**config.mk**
```make
export PLATFORM = sky130hd
export DESIGN_NAME = fpu_result_collector
export DESIGN_NICKNAME = d
export VERILOG_FILES = /design/src/rtl/fpu_result_collector.sv
export SDC_FILE = /design/constraint.sdc
export NUM_CORES = 1
export LEC_CHECK = 0
export ABC_AREA = 1
export BUFFER_PORTS_ARGS = -buffer_cell sky130_fd_sc_hd__buf_2
export CAP_MARGIN = 20
export CORE_UTILIZATION = 55
export CTS_BUF_LIST = sky130_fd_sc_hd__clkbuf_16
export DETAILED_ROUTE_END_ITERATION = 7
export PLACE_DENSITY = 0.87
export REMOVE_ABC_BUFFERS = 1
export SLEW_MARGIN = 20
export SYNTH_ARGS = -nofsm -noshare
export SYNTH_HDL_FRONTEND = slang
export SYNTH_SLANG_ARGS = --single-unit
```
**constraint.sdc**
```tcl
create_clock -name clock_100Khz -period 8.9 [get_ports clock_100Khz]
set_input_delay 1.78 -clock clock_100Khz [delete_from_list [all_inputs] [get_ports clock_100Khz]]
set_output_delay 1.78 -clock clock_100Khz [all_outputs]
set_load 0.1 [all_outputs]
```
**src/rtl/fpu_result_collector.sv**
```systemverilog
// FPU result collector: show-ahead result FIFO with per-status event
// counters, drop accounting and a sticky drop flag.
module fpu_result_collector #(
    parameter int DEPTH = 8,
    parameter int CNT_W = 16
) (
    input  logic                     clock_100Khz,
    input  logic                     reset,
    input  logic                     res_valid_in,
    input  logic [31:0]              data_in,
    input  logic [3:0]               status_in,
    input  logic                     clr_in,
    input  logic                     rd_en_in,
    output logic                     out_valid,
    output logic [31:0]              out_data,
    output logic [3:0]               out_status,
    output logic                     out_is_zero,
    output logic [$clog2(DEPTH):0]   fill,
    output logic                     full,
    output logic [CNT_W-1:0]         cnt_ovf,
    output logic [CNT_W-1:0]         cnt_unf,
    output logic [CNT_W-1:0]         cnt_exact,
    output logic [CNT_W-1:0]         cnt_inexact,
    output logic [CNT_W-1:0]         cnt_invalid,
    output logic [CNT_W-1:0]         cnt_drop,
    output logic                     err_drop
);

    localparam int AW = $clog2(DEPTH);
    localparam int FW = AW + 1;

    // Each entry holds {result word, status code}.
    logic [35:0]   mem [DEPTH];
    logic [AW-1:0] wr_ptr;
    logic [AW-1:0] rd_ptr;
    logic [FW-1:0] fill_q;
    logic [35:0]   head;

    logic pop;
    logic push;
    logic drop;
    logic is_ovf;
    logic is_unf;
    logic is_exact;
    logic is_inexact;
    logic is_invalid;

    // Counters stick at all-ones instead of wrapping.
    function automatic logic [CNT_W-1:0] sat_inc(input logic [CNT_W-1:0] v);
        return (&v) ? v : v + CNT_W'(1);
    endfunction

    assign out_valid = (fill_q != '0);
    assign full      = (fill_q == FW'(DEPTH));
    assign fill      = fill_q;

    // A pop frees a slot in the same cycle, so a full FIFO still accepts
    // a result when the consumer reads.
    assign pop  = rd_en_in & out_valid;
    assign push = res_valid_in & (~full | pop);
    assign drop = res_valid_in & full & ~pop;

    assign is_ovf     = res_valid_in & (status_in == 4'd0);
    assign is_unf     = res_valid_in & (status_in == 4'd1);
    assign is_exact   = res_valid_in & (status_in == 4'd2);
    assign is_inexact = res_valid_in & (status_in == 4'd3);
    assign is_invalid = res_valid_in & (status_in > 4'd3);

    // Head entry is presented straight from storage; outputs read zero when empty.
    assign head        = mem[rd_ptr];
    assign out_data    = out_valid ? head[35:4] : 32'd0;
    assign out_status  = out_valid ? head[3:0]  : 4'd0;
    assign out_is_zero = out_valid & (head[34:4] == 31'd0);

    // Storage write; contents are not reset, occupancy decides validity.
    always_ff @(posedge clock_100Khz) begin
        if (push && !clr_in) begin
            mem[wr_ptr] <= {data_in, status_in};
        end
    end

    // Pointers and occupancy; clear overrides any push or pop that cycle.
    always_ff @(posedge clock_100Khz or negedge reset) begin
        if (!reset) begin
            wr_ptr <= '0;
            rd_ptr <= '0;
            fill_q <= '0;
        end else if (clr_in) begin
            wr_ptr <= '0;
            rd_ptr <= '0;
            fill_q <= '0;
        end else begin
            if (push) wr_ptr <= wr_ptr + AW'(1);
            if (pop)  rd_ptr <= rd_ptr + AW'(1);
            if (push && !pop)      fill_q <= fill_q + FW'(1);
            else if (pop && !push) fill_q <= fill_q - FW'(1);
        end
    end

    // Event counters and sticky drop flag; every sample is classified, dropped or not.
    always_ff @(posedge clock_100Khz or negedge reset) begin
        if (!reset) begin
            cnt_ovf     <= '0;
            cnt_unf     <= '0;
            cnt_exact   <= '0;
            cnt_inexact <= '0;
            cnt_invalid <= '0;
            cnt_drop    <= '0;
            err_drop    <= 1'b0;
        end else if (clr_in) begin
            cnt_ovf     <= '0;
            cnt_unf     <= '0;
            cnt_exact   <= '0;
            cnt_inexact <= '0;
            cnt_invalid <= '0;
            cnt_drop    <= '0;
            err_drop    <= 1'b0;
        end else begin
            if (is_ovf)     cnt_ovf     <= sat_inc(cnt_ovf);
            if (is_unf)     cnt_unf     <= sat_inc(cnt_unf);
            if (is_exact)   cnt_exact   <= sat_inc(cnt_exact);
            if (is_inexact) cnt_inexact <= sat_inc(cnt_inexact);
            if (is_invalid) cnt_invalid <= sat_inc(cnt_invalid);
            if (drop) begin
                cnt_drop <= sat_inc(cnt_drop);
                err_drop <= 1'b1;
            end
        end
    end

endmodule

```
### Yosys cells after proc, flatten, opt, wreduce, memory -nomap -nowiden

Memories as Yosys holds them, arrays and structs flattened.
Index checks and enable logic that the tools add are counted.

* flip-flop bits (word level): 107
* bits in writable memories: 288
* output and inout bits: 140
* word-level logic and storage cells: 106
* memories kept: 1

Memory list
* mem: words 8, bits a word 36, rd ports 1, clocked after memory_dff 0, wr ports 1, line 33 `logic [35:0] mem [DEPTH];`

* add/sub/neg operators: 10
* magnitude comparators: 1
* eq/ne operators: 10
* mux-type cells: 31
* bitwise operators: 13
* reductions and logical operators: 30

Operators by type and width (number)
* two-way mux 16 bit: 18
* adder 16 x 1 -> 16 bit, second input constant: 6
* AND reduction 16 bit: 6
* two-way mux 32 bit: 1
* logical NOT 31 bit: 1
* two-way mux 4 bit: 4
* nonzero test 2 bit: 8
* two-way mux 3 bit: 4
* != test 2 bit, second input constant: 6
* AND reduction 2 bit: 6
* AND 1 bit: 10
* == test 4 x 2 -> 1 bit, second input constant: 2
* adder 3 x 1 -> 3 bit, second input constant: 2
* adder 4 x 1 -> 4 bit, second input constant: 1
* == test 4 x 1 -> 1 bit, second input constant: 1
* == test 4 bit, second input constant: 1
* greater-than comparator 4 x 2 -> 1 bit, second input constant: 1
* logical NOT 4 bit: 1
* two-way mux 1 bit: 4
* nonzero test 4 bit: 1
* subtractor 4 x 1 -> 4 bit, second input constant: 1
* logical AND 1 bit: 3
* logical NOT 1 bit: 3
* nonzero test 3 bit: 1
* 2 further kinds: 3

### Logic depth before layout (Yosys ltp)

* depth after elaboration: 9
* depth in mapped cells: 15
* depth with buffers taken out: 13

### Worst setup path after synthesis

No wires, ideal clock.

* path type: register to output
* from: register fill_q[0], in the netlist fill[0]
* to: output out_data[10]
* data arrival time: 3.500 ns
* path slack: 3.620 ns
* stages on the path, launching flop included: 6
* path buffers: 1
* path through: dfrtp_1 inv_1 nand4_4 inv_1 clkbuf_1 a21oi_1

* cells in the longest elaborated chain, start to end: 2

RTL lines
* from (decl): line 36 `logic [FW-1:0] fill_q;`
* from (signal assigned): line 95 `if (push && !pop) fill_q <= fill_q + FW'(1);`
* from (signal assigned): line 96 `else if (pop && !push) fill_q <= fill_q - FW'(1);`
* nonzero test 4 bit: line 53 `assign out_valid = (fill_q != '0);`
* named net out_valid: line 14 `output logic out_valid,`
* two-way mux 32 bit: line 71 `assign out_data = out_valid ? head[35:4] : 32'd0;`
* to (decl): line 15 `output logic [31:0] out_data,`

The timed path passes the listed nets, and every way through them passes these cells.

### Final worst setup path

* from: register rd_ptr[0]
* to: output out_is_zero

* cells in the longest elaborated chain, start to end: 3

RTL lines
* from (decl): line 35 `logic [AW-1:0] rd_ptr;`
* from (signal assigned): line 94 `if (pop) rd_ptr <= rd_ptr + AW'(1);`
* memory (8 x 36 bit)
* logical NOT 31 bit: line 73 `assign out_is_zero = out_valid & (head[34:4] == 31'd0);`
* AND 1 bit: line 73
* to (decl): line 17 `output logic out_is_zero,`

No other way between the ends.

==> summary by stage <==
Detailed routing
In this run, the number of DRC markers left after iteration 0 of detailed routing was 1370. In the final routed layout, each cell accounts on average for 17.5 um. The first detailed-routing pass ran for 6 iterations. Once detail routing completed, the nets flagged for antenna violations numbered 0. The routed via count is 14900.

Using the TritonRoute via totals, the vias-per-cell ratio works out to 5.57. The sum of routed wire length over all layers is 46900 um. In the routed design, unresolved DRC markers number 0.

Synth
After synthesis, the share of flip-flops with an asynchronous set or reset is 0.271. After technology mapping, the gate count stands at 2030. The number of flops mapped to enable cells by yosys is 288. The number of library cell types mapped by synthesis is 45. A synthesized cell averages 9.26 um2. For this run, the register share of the synthesized area comes to 0.602. Among all flip-flop cells after synthesis, the most frequent one is sky130_fd_sc_hd__edfxtp_1.

The post-synth design cell area is 0.0188 mm2. Yosys printed 0 warnings. The synthesized design contains 395 register bits.

Clock tree
In this run the number of H-tree levels came out at 2. The clock network latency to the later pin of the worst-skew pair is 540 ps. The clock slew at the register clock pins of the worst setup and hold paths is 60 ps. The maximum root-to-sink buffer count is 3. TritonCTS built the clock tree.

The clock sink total is 395. The clock tree root buffer cell is sky130_fd_sc_hd__clkbuf_16. The number of buffers inserted by hold repair at cts is 0. The number of setup buffers added after CTS is 0.

The number of buffers created by CTS is 42. The number of instances resized during post-cts repair is 0.

Placement
The number of buffer cells added on primary ports is 180. The HPWL after detailed placement is 28200 um. The congestion estimate from routability-driven global placement came to 0.914.

STA
The worst pin sits at a relative slew slack of 0.324. Setup violations remaining at the end of the flow were counted as 0. Setup repair after global routing left no endpoint under its margin. The final critical path time including I/O delays and setup is 5980 ps.

For the final routed database, the setup TNS stands at 0 ps. For the pin with the worst max-slew slack, the measured transition is 1010 ps. The final count of pins violating max slew was 0. The hold violation total from the final report is 0. The post-route clock period utilization is 0.672. Between clock sinks in the finished design, the worst skew comes to 16.8 ps. Based on the critical path, the design can be clocked at up to 0.167 GHz.

Finish
In the layout the commonest cells are 653 x sky130_fd_sc_hd__nand2_1, 288 x sky130_fd_sc_hd__edfxtp_1, 248 x sky130_fd_sc_hd__inv_1, 179 x sky130_fd_sc_hd__buf_2, 143 x sky130_fd_sc_hd__nor2_1. The most frequent standard cell in the layout excluding fill and tap cells is sky130_fd_sc_hd__nand2_1. The fill cell total of the finished layout is 2604. The number of nets at the end of the flow is 2249.

The area added between synthesis and finish is 13.5%. The share of layout cells above drive strength 1 is 0.136.

Worst setup path
The worst path arrival time is 4200 ps. The data required time at the worst endpoint is 7120 ps. The kind of end point of the critical path is an output port. Across all register-to-register paths, the minimum setup slack is 6220 ps. The slowest stage of the critical path is the sky130_fd_sc_hd__buf_4 cell. The class of the most critical setup path is flip-flop to output port. The kind of start point of the critical path is a flip-flop. Walking the worst path, the cells encountered are inv_4 -> buf_4 -> nand2_1 -> nand3_1 -> nand2_1 -> nand2_1 -> nand2_1 -> nor2_1 -> nand2_1 -> nor2_1 -> nand2_1 -> nor2_1 -> buf_2. For this run, the slowest stage of the critical path takes 780 ps. The most numerous cell type found on the critical path is sky130_fd_sc_hd__nand2_1. The largest fanout on the critical path is 83.

Power and ir drop
The largest voltage drop on the vdd net is 0.000249 V. In this run the power density over the cells is 257 mW/mm2. The static leakage is 9.43 nW. The design draws 5.48 mW.

Global route
In the global route stage, overall resource usage came out at 0.268. The via count of the first global-routing pass was 14700. The first global-routing pass estimated 74500 um of wire. The number of antenna violations at the first check in global routing was 4.

The total overflow reported by the global router is 0. Entering global routing, the biggest net connects 97 pins.

Floorplanning
The number of primary I/O pins is 181. The die is 187 um tall. After floorplanning, the core was sized to cover 0.0336 mm2. The floorplan die width is 187 um.

The initial standard-cell utilization of the core is 0.559. The die footprint is 0.0349 mm2. The number of core rows is 67.

Job
The number of max-cap violations is 0.

Outcome
The flow ran to the end, and the final reports show no timing, DRC or antenna violations.

Hold path
In this run the worst hold path is classified as flip-flop to flip-flop.
-- sequential cells by signal, indices dropped and copies added (netlist names) --
signal and flops:
cnt_invalid 16, fill 4, wr_ptr 3, cnt_drop 16, cnt_ovf 16, mem 288, cnt_exact 16, rd_ptr 3
cnt_inexact 16, cnt_unf 16, err_drop 1
-- critical path, delay by kind of cell (launching register included) --
family	cells	cell delay [ps]
buffers and inverters	3	1800
AND/OR/NAND/NOR	10	1110
flip-flops	1	700
-- metal layers --
| layer | share of wire | track usage | vias to the layer above |
|---|---|---|---|
| met2 | 0.49 | 0.449 | 814 |
| met5 | 0.00026 | 0 | - |
| li1 | - | - | 7008 |
| met4 | 0.029 | 0.102 | 2 |
| met1 | 0.38 | 0.344 | 7004 |
| met3 | 0.10 | 0.0533 | 116 |
-- synth_stat cells (all sizes together), types with 5 or more instances --
master  instances  share of area
nand2         657           0.13
nand3         139          0.037
dfrtp         107           0.14
o31ai          24         0.0096
o22ai          12         0.0040
edfxtp        288           0.46
buf            45          0.016
a21oi          43          0.011
clkbuf         30         0.0060
or2             5         0.0017
ha             10         0.0067
inv           247          0.049
nand4          35          0.012
nor3           45          0.015
xor2           40          0.019
o21ai         123          0.035
nor2          153          0.031
-- path summary, 6_finish.rpt --
| kind | startpoint | end | cells after the start |
|---|---|---|---|
| max in group asynchronous | reset | rd_ptr[0]$_DFFE_PN0P_ | 2 |
| min in group asynchronous | reset | cnt_exact[10]$_DFFE_PN0P_ | 1 |
| min | err_drop$_DFFE_PN0P_ | err_drop$_DFFE_PN0P_ | 2 |
| min reg2reg | err_drop$_DFFE_PN0P_ | err_drop$_DFFE_PN0P_ | 2 |
| max reg2reg | fill[3]$_DFFE_PN0P_ | mem[1][18]$_DFFE_PP_ | 8 |
| max | rd_ptr[0]$_DFFE_PN0P_ | out_is_zero | 13 |
-- stage by stage --
step | cell area [um2] | worst slack [ps] | cells | utilization | hold slack [ps]
2_1_floorplan | 18400 | 1050 | 1955 | - | 549
3_3_place_gp | 20100 | 3760 | 2601 | 0.597 | 505
3_5_place_dp | 20100 | 3590 | 2601 | 0.597 | 540
4_1_cts | 21300 | 2970 | 2676 | 0.634 | 552
5_1_grt | 21300 | 2680 | 2677 | 0.634 | 569
6_report | 21300 | 2920 | 2683 | 0.635 | 549
-- power by group --
| group | switching [mW] | internal [mW] | total [mW] |
|---|---|---|---|
| combinational | 1.49 | 0.303 | 1.80 |
| sequential | 0.0403 | 2.02 | 2.06 |
| clock | 0.709 | 0.917 | 1.63 |
| total | 2.24 | 3.24 | 5.48 |
-- logic make-up after synthesis --
logic type / Yosys count / share of synthesized area
adder cells (fa/ha/maj): 11 / 0.00772
AO/OA/AOI/OAI: 207 / 0.0623
XOR/XNOR: 44 / 0.0205
flip-flops: 395 / 0.602
AND/OR/NAND/NOR: 1048 / 0.235
buffers and inverters: 325 / 0.0723
-- area by class of cell --
cell class	count	area (um2)	share of cell area
Multi-Input combinational cell	1310	6180	0.289
Clock buffer	42	1050	0.0493
Inverter	250	947	0.0444
Antenna cell	7	17.5	0.000821
Sequential cell	395	11300	0.531
Tap cell	448	561	0.0263
Timing Repair Buffer	198	1040	0.0487
Clock inverter	33	216	0.0101
No activity file was read; power rests on OpenSTA's default activity.
